**src/rtl/kvosic_counter_pkg.sv**
```systemverilog
// rtl/kvosic_counter_pkg.sv - shared bit indices and types for the up/down counter tile
package kvosic_counter_pkg;

   localparam int RUN        = 0;
   localparam int DIR        = 1;
   localparam int LOAD       = 2;
   localparam int CLR_STICKY = 3;
   localparam int CLR_COUNT  = 4;

   localparam int STICKY = 6;
   localparam int TC     = 7;

   localparam int MAX_WIDTH = 6;

   // Wide enough for PRESCALE up to 256 (counts 0..255).
   typedef logic [7:0] presc_cnt_t;

endpackage

```
**src/rtl/kvosic_prescaler.sv**
```systemverilog
// rtl/kvosic_prescaler.sv - enable prescaler, one tick every PRESCALE advancing cycles
module kvosic_prescaler
   import kvosic_counter_pkg::*;
#(
   parameter int PRESCALE = 1
) (
   input  logic clk,
   input  logic rst_n,
   input  logic advance,
   input  logic zero,
   output logic tick
);

   localparam presc_cnt_t LAST = presc_cnt_t'(PRESCALE - 1);

   presc_cnt_t presc_q, presc_d;

   assign tick = advance & (presc_q == LAST);

   always_comb begin
      presc_d = presc_q;
      if (zero) begin
         presc_d = '0;
      end else if (advance) begin
         presc_d = (presc_q == LAST) ? '0 : presc_q + presc_cnt_t'(1);
      end
   end

   always_ff @(posedge clk or negedge rst_n) begin
      if (!rst_n) begin
         presc_q <= '0;
      end else begin
         presc_q <= presc_d;
      end
   end

endmodule

```
**src/rtl/tt_um_kvosic_updown_counter.sv**
```systemverilog
// rtl/tt_um_kvosic_updown_counter.sv - modulo up/down counter tile; COUNTER_PRESCALE_EN builds the prescaler
module tt_um_kvosic_updown_counter
   import kvosic_counter_pkg::*;
#(
   parameter int WIDTH    = 4,
   parameter int MODULO   = 2 ** WIDTH,
   parameter int PRESCALE = 1
) (
   input  logic       clk,
   input  logic       rst_n,
   input  logic       ena,
   input  logic [7:0] ui_in,
   input  logic [7:0] uio_in,
   output logic [7:0] uo_out,
   output logic [7:0] uio_out,
   output logic [7:0] uio_oe
);

   // One bit wider than the count so MODULO = 2**WIDTH still fits.
   localparam logic [WIDTH:0] MAX_C = (WIDTH + 1)'(MODULO - 1);

   logic [WIDTH-1:0] count_q, count_d;
   logic             tc_q, tc_d;
   logic             sticky_q, sticky_d;
   logic             tick, wrap;
   logic             run, dir, load, clr_sticky, clr_count;
   logic [WIDTH:0]   load_val;
   logic             unused_inputs;

   assign run        = ui_in[RUN];
   assign dir        = ui_in[DIR];
   assign load       = ui_in[LOAD];
   assign clr_sticky = ui_in[CLR_STICKY];
   assign clr_count  = ui_in[CLR_COUNT];
   assign load_val   = {1'b0, uio_in[WIDTH-1:0]};

   assign unused_inputs = &{1'b0, ui_in[7:5], uio_in};

`ifdef COUNTER_PRESCALE_EN
   kvosic_prescaler #(
      .PRESCALE (PRESCALE)
   ) u_prescaler (
      .clk     (clk),
      .rst_n   (rst_n),
      .advance (ena & run),
      .zero    (ena & (load | clr_count)),
      .tick    (tick)
   );
`else
   assign tick = ena & run;
`endif

   always_comb begin
      count_d  = count_q;
      tc_d     = tc_q;
      sticky_d = sticky_q;
      wrap     = 1'b0;
      if (ena) begin
         if (clr_count) begin
            count_d = '0;
         end else if (load) begin
            count_d = (load_val > MAX_C) ? MAX_C[WIDTH-1:0] : uio_in[WIDTH-1:0];
         end else if (tick) begin
            if (dir) begin
               if ({1'b0, count_q} == MAX_C) begin
                  count_d = '0;
                  wrap    = 1'b1;
               end else begin
                  count_d = count_q + WIDTH'(1);
               end
            end else begin
               if (count_q == '0) begin
                  count_d = MAX_C[WIDTH-1:0];
                  wrap    = 1'b1;
               end else begin
                  count_d = count_q - WIDTH'(1);
               end
            end
         end
         // A wrap in the same cycle as clr_sticky keeps the flag set.
         if (clr_sticky) sticky_d = 1'b0;
         if (wrap)       sticky_d = 1'b1;
         tc_d = wrap;
      end
   end

   always_ff @(posedge clk or negedge rst_n) begin
      if (!rst_n) begin
         count_q  <= '0;
         tc_q     <= 1'b0;
         sticky_q <= 1'b0;
      end else begin
         count_q  <= count_d;
         tc_q     <= tc_d;
         sticky_q <= sticky_d;
      end
   end

   always_comb begin
      uo_out             = '0;
      uo_out[WIDTH-1:0]  = count_q;
      uo_out[STICKY]     = sticky_q;
      uo_out[TC]         = tc_q;
   end

   assign uio_out = '0;
   assign uio_oe  = '0;

endmodule
```
**config.mk**
```make
export PLATFORM = sky130hd
export DESIGN_NAME = tt_um_kvosic_updown_counter
export DESIGN_NICKNAME = d
export VERILOG_FILES = /design/src/rtl/kvosic_counter_pkg.sv /design/src/rtl/kvosic_prescaler.sv /design/src/rtl/tt_um_kvosic_updown_counter.sv
export SDC_FILE = /design/constraint.sdc
export NUM_CORES = 1
export LEC_CHECK = 0
export ABC_AREA = 0
export CORE_UTILIZATION = 34
export CTS_BUF_LIST = sky130_fd_sc_hd__clkbuf_4 sky130_fd_sc_hd__clkbuf_8 sky130_fd_sc_hd__clkbuf_16
export CTS_CLUSTER_DIAMETER = 120
export DETAILED_ROUTE_END_ITERATION = 10
export PLACE_DENSITY = 0.77
export SYNTH_ARGS = -nofsm -noshare
export SYNTH_HDL_FRONTEND = slang
export SYNTH_SLANG_ARGS = --single-unit
```
**constraint.sdc**
```tcl
create_clock -name clk -period 1.6 [get_ports clk]
set_input_delay 0.48 -clock clk [delete_from_list [all_inputs] [get_ports clk]]
set_output_delay 0.48 -clock clk [all_outputs]
set_load 0.01 [all_outputs]
```
# After elaboration in Yosys (flattened, before gate mapping)
# Index checks and enable logic that the tools add are counted.
# op_classes
n_addsub,2
n_lt_le_gt_ge,1
eq_ne,1
muxes,16
n_bitwise,1
reduce_logical,5
# ops
operator,count
4-bit two-way mux,7
1-bit two-way mux,9
4-bit by 1-bit adder with 4-bit output (second input constant),1
4-bit equality test (second input constant),1
4-bit > comparator (second input constant),1
4-bit zero test,1
2-bit AND reduction,2
4-bit by 1-bit subtractor with 4-bit output (second input constant),1
3-bit nonzero test,1
2-bit nonzero test,1
1-bit bitwise AND,1
# totals
ff_bits,6
input_bits,19
output_inout_bits,24
word_cells,29

# Logic depth before layout (Yosys ltp)
# depth
word_depth,9
depth_mapped,6
depth_no_buf,6

# Worst setup path after synthesis
# Ideal clock, no wire load.
# synth_path
path_type,flip-flop to flip-flop
start,reg count_q[0]
end,reg count_q[2]
setup_time_ns,0.121
arrival_ns,1.337
t_required_ns,1.479
slack_ns,0.142
path_stages_with_launch,7
path_buffers,0
period_less_slack_ns,1.458
path_cell_list,dfrtp_1 inv_1 ha_1 nor2b_1 o31ai_1 o21ai_1 a22o_1
# synth_between
elab_chain_len,6
elab_cells_between_ends,10
classes_between,add/sub: 2; eq/ne: 1; mux: 6; reduce/logical: 1
# synth_rtl
item,line_no,text
start: declaration,tt_um_kvosic_updown_counter.sv:22,"logic [WIDTH-1:0] count_q, count_d;"
start signal: assignment,tt_um_kvosic_updown_counter.sv:93,count_q <= count_d;
"4-bit by 1-bit subtractor with 4-bit output, or another cell as far along",tt_um_kvosic_updown_counter.sv:76,count_d = count_q - WIDTH'(1);
"4-bit two-way mux, on equally long branches","tt_um_kvosic_updown_counter.sv:72, tt_um_kvosic_updown_counter.sv:65",
4-bit two-way mux (*),tt_um_kvosic_updown_counter.sv:64,if (dir) begin
4-bit two-way mux (*),tt_um_kvosic_updown_counter.sv:63,end else if (tick) begin
4-bit two-way mux (*),tt_um_kvosic_updown_counter.sv:61,end else if (load) begin
4-bit two-way mux (*),tt_um_kvosic_updown_counter.sv:59,if (clr_count) begin
# Every way passes the cells marked *; elsewhere a longest branch is shown, timed or not. The select of a mux whose other input is x is not followed.
# A chain may end at the register's enable or synchronous reset.

# Final worst setup path
# layout_path
start,in ui_in[1]
end,reg count_q[3]
# layout_between
elab_chain_len,4
# layout_rtl
item,line_no,text
start: declaration,tt_um_kvosic_updown_counter.sv:12,"input logic [7:0] ui_in,"
4-bit two-way mux,tt_um_kvosic_updown_counter.sv:64,
4-bit two-way mux,tt_um_kvosic_updown_counter.sv:63,
4-bit two-way mux,tt_um_kvosic_updown_counter.sv:61,
4-bit two-way mux,tt_um_kvosic_updown_counter.sv:59,
# Every way passes these cells. The select of a mux whose other input is x is not followed.

==> impl_metrics.csv <==
group,metric,value,unit
setup_path,cp-start-kind,"input pin",
floorplanning,floorplan.die_area,2110,um2
setup_path,worstPathArrival,1660,ps
finish,layout_commonest_cell,"conb_1",
setup_path,cpPeakStageDelay,400,ps
global_route,antenna_found_initial,0,
pwr,static-leakage-power,0.434,nW
placement,place_hpwl,1.03,mm
finish,fill_cells,189,
pwr,worst_ir_drop_vdd,0.433,mV
finish,post_route_utilization,0.481,
setup_path,endpoint_type_of_the_worst_setup_path,"flip-flop",
synthesis,synth_edf_count,0,
clock_network,max-clock-path-buffers,2,
sta,clock_skew,2.05,ps
placement,placed_area,830,um2
route,detail_route.wl_per_cell,9.57,um
route,first_pass_iters,4,
clock_network,worstSkewPairLatency,240,ps
route,vias_per_cell,4.38,
sta,post-route-period-util,0.958,
sta,hold_ws,469,ps
finish,post-route-cell-area,848,um2
job,number_of_max_cap_violations,0,
synthesis,mux_share_of_post_synthesis_cell_area,0.0153,
setup_path,worst_ep_required_time,1730,ps
finish,drive_above_1_share,0.183,
route,number_of_violations_reported_at_the_end_of_detailed_routing_iteration_0,8,
setup_path,crit_type,"input pin to flip-flop",
finish,regArea,150,um2
synthesis,synth-xor-area-share,0.0134,
clock_network,cts_buffers,3,
sta,timing_max_transition_violations_final,0,
clock_network,clk_pin_slew,40,ps
clock_network,numClockSinks,6,
sta,timing.final.crit_period,1530,ps
placement,gp_congestion,0.869,
synthesis,synth_seq_area_share,0.229,
synthesis,synth_cells,79,
route,postRouteAntennaNets,0,
clock_network,clock_tree.root_cell,"clkbuf_4",
synthesis,dominant_cells_by_area_after_synthesis,"buf_4 24%, dfrtp_1 23%, ha_1 5.7%",
floorplanning,core,1760,um2
floorplanning,floorplan.die.width,45.9,um
finish,commonest_cells_after_routing_fill_and_taps_aside,"18 x conb_1, 11 x clkdlybuf4s50_1, 11 x buf_4, 6 x inv_1, 6 x dfrtp_1",
synthesis,yosys_most_used_dff,"dfrtp_1",
hold_path,hold-path-cell-count,2,
pwr,total_power,0.546,mW
floorplanning,chipHeight,45.9,um
synthesis,synth_simple_gate_area_frac,0.174,
finish,diodes,0,
sta,report.final.hold_viol_count,0,
synthesis,post_synth_instance_area,656,um2
synthesis,synth_top_family_by_area,"buffers and inverters",
placement,io_buffer_count,17,
route,route.vias.total,565,
synthesis,synth_top_area_frac,0.240,
finish,multi_input_area,373,um2
synthesis,yosysTopAreaCell,"buf_4",
setup_path,path_max_fanout,9,
global_route,globalRouteTotalUtil,0.136,
synthesis,synthesis.area_per_instance,8.30,um2
synthesis,synthAdderAreaFrac,0.0573,
finish,layout.nets,128,
global_route,grt-ovfl-total,0,
setup_path,timing.critical_path.slowest_stage_cell,"clkdlybuf4s50_1",
sta,grt_setup_unrepaired,"false",
synthesis,synth-warning-count,0,
global_route,grt_start_max_net_pins,10,
synthesis,synthArstFlopShare,1.00,
clock_network,htreeDepth,1,
synthesis,synth_seq_cells,6,
setup_path,reg2reg_depth,5,
global_route,global_route_wire_length_before_repair,2.02,mm
synthesis,synth_compound_area_frac,0.206,
floorplanning,placementRows,15,
pwr,power.density_cell_area,643,nW/um2
setup_path,crit_path_cell_trace,"clkdlybuf4s50_1 > buf_4 > nor2_2 > nand4_1 > nor4bb_1 > a32o_2",
route,detail_route.wirelength,1.23,mm
floorplanning,io_pins,43,
outcome,outcome,"completed",
floorplanning,start_util,0.372,
clock_network,clock_tree_from_tritoncts,"built",
global_route,via_count_of_the_first_global_routing_pass,491,
sta,max_clock_freq,652,MHz
route,drc,0,
synthesis,synthDistinctLibCells,32,
sta,final_setup_violation_count,0,
hold_path,worstHoldPathType,"flip-flop to flip-flop",
finish,areaGrowthSynthToFinish,29.4,%
==> flip-flops by register name, summed over array words and instances, names as in the netlist <==
signal    flops
count_q       4
sticky_q      1
tc_q          1
==> final timing paths <==
kind / startpoint / slack (ps) / to
setup reg to reg: count_q[0] / 200 / count_q[3]
min in group asynchronous: rst_n / 480 / count_q[2]
hold / removal: sticky_q / 470 / sticky_q
hold reg to reg: sticky_q / 470 / sticky_q
max in group asynchronous: rst_n / 890 / count_q[3]
setup / recovery: ui_in[1] / 70 / count_q[3]
==> cell type report <==
| cell class | count | share of cell area |
|---|---|---|
| sequential | 6 | 0.177 |
| timing repair buffer | 28 | 0.294 |
| clock buffer | 3 | 0.0265 |
| multi-input combinational | 61 | 0.440 |
| inverter | 6 | 0.0265 |
| tap | 25 | 0.0369 |
==> what timing repair did <==
item | 4_1_cts | 5_1_grt
hold buffers | 0 | 0
endpoints found under the setup margin | 5 | 1
endpoints found under the hold margin | 0 | 0
resized for setup | 5 | 1
setup buffers | 0 | 0
==> stage by stage <==
stage                     setup TNS, ps  setup slack, ps  instances
after floorplan                       0              142         96
after global placement             -588             -159        126
after detailed placement           -641             -182        126
after CTS                             0             2.52        129
after global routing                  0             17.3        129
final                                 0             66.4        129
==> worst max-delay path, delay by kind of cell <==
family	cells	cell delay, ps
AO/OA/AOI/OAI	1	270
buffers and inverters	2	570
AND/OR/NAND/NOR	3	350
==> power by group <==
| part | leakage, nW | internal [mW] | switching (mW) |
|---|---|---|---|
| Combinational | 0.340 | 0.112 | 0.120 |
| Sequential | 0.0802 | 0.167 | 0.0110 |
| Clock | 0.0138 | 0.0846 | 0.0520 |
| Total | 0.434 | 0.363 | 0.183 |
==> per-layer routing <==
layer | global-route usage | vias to the layer above | routed length [um]
li1 | - | 287 | -
met1 | 0.150 | 257 | 470
met2 | 0.237 | 21 | 656
met3 | 0.0714 | 0 | 106
met4 | 0.0176 | 0 | 0
met5 | 0 | - | 0
==> cell usage after synthesis (2+ instances only) <==
cell type	n
inv_1	6
nor2_1	3
ha_1	3
dfrtp_1	6
nand2_1	5
o31ai_1	3
o21ai_1	2
buf_4	21
o21ai_0	2
nand4_1	2
a21oi_1	5
==> cell families after synthesis <==
logic type / Yosys count
buf+inv: 29
simple gates: 20
compound gates: 18
flops: 6
fa+ha+maj: 3
other cells: 1
xor+xnor: 1
mux: 1
Note: power is estimated with default switching activity, not from simulation.
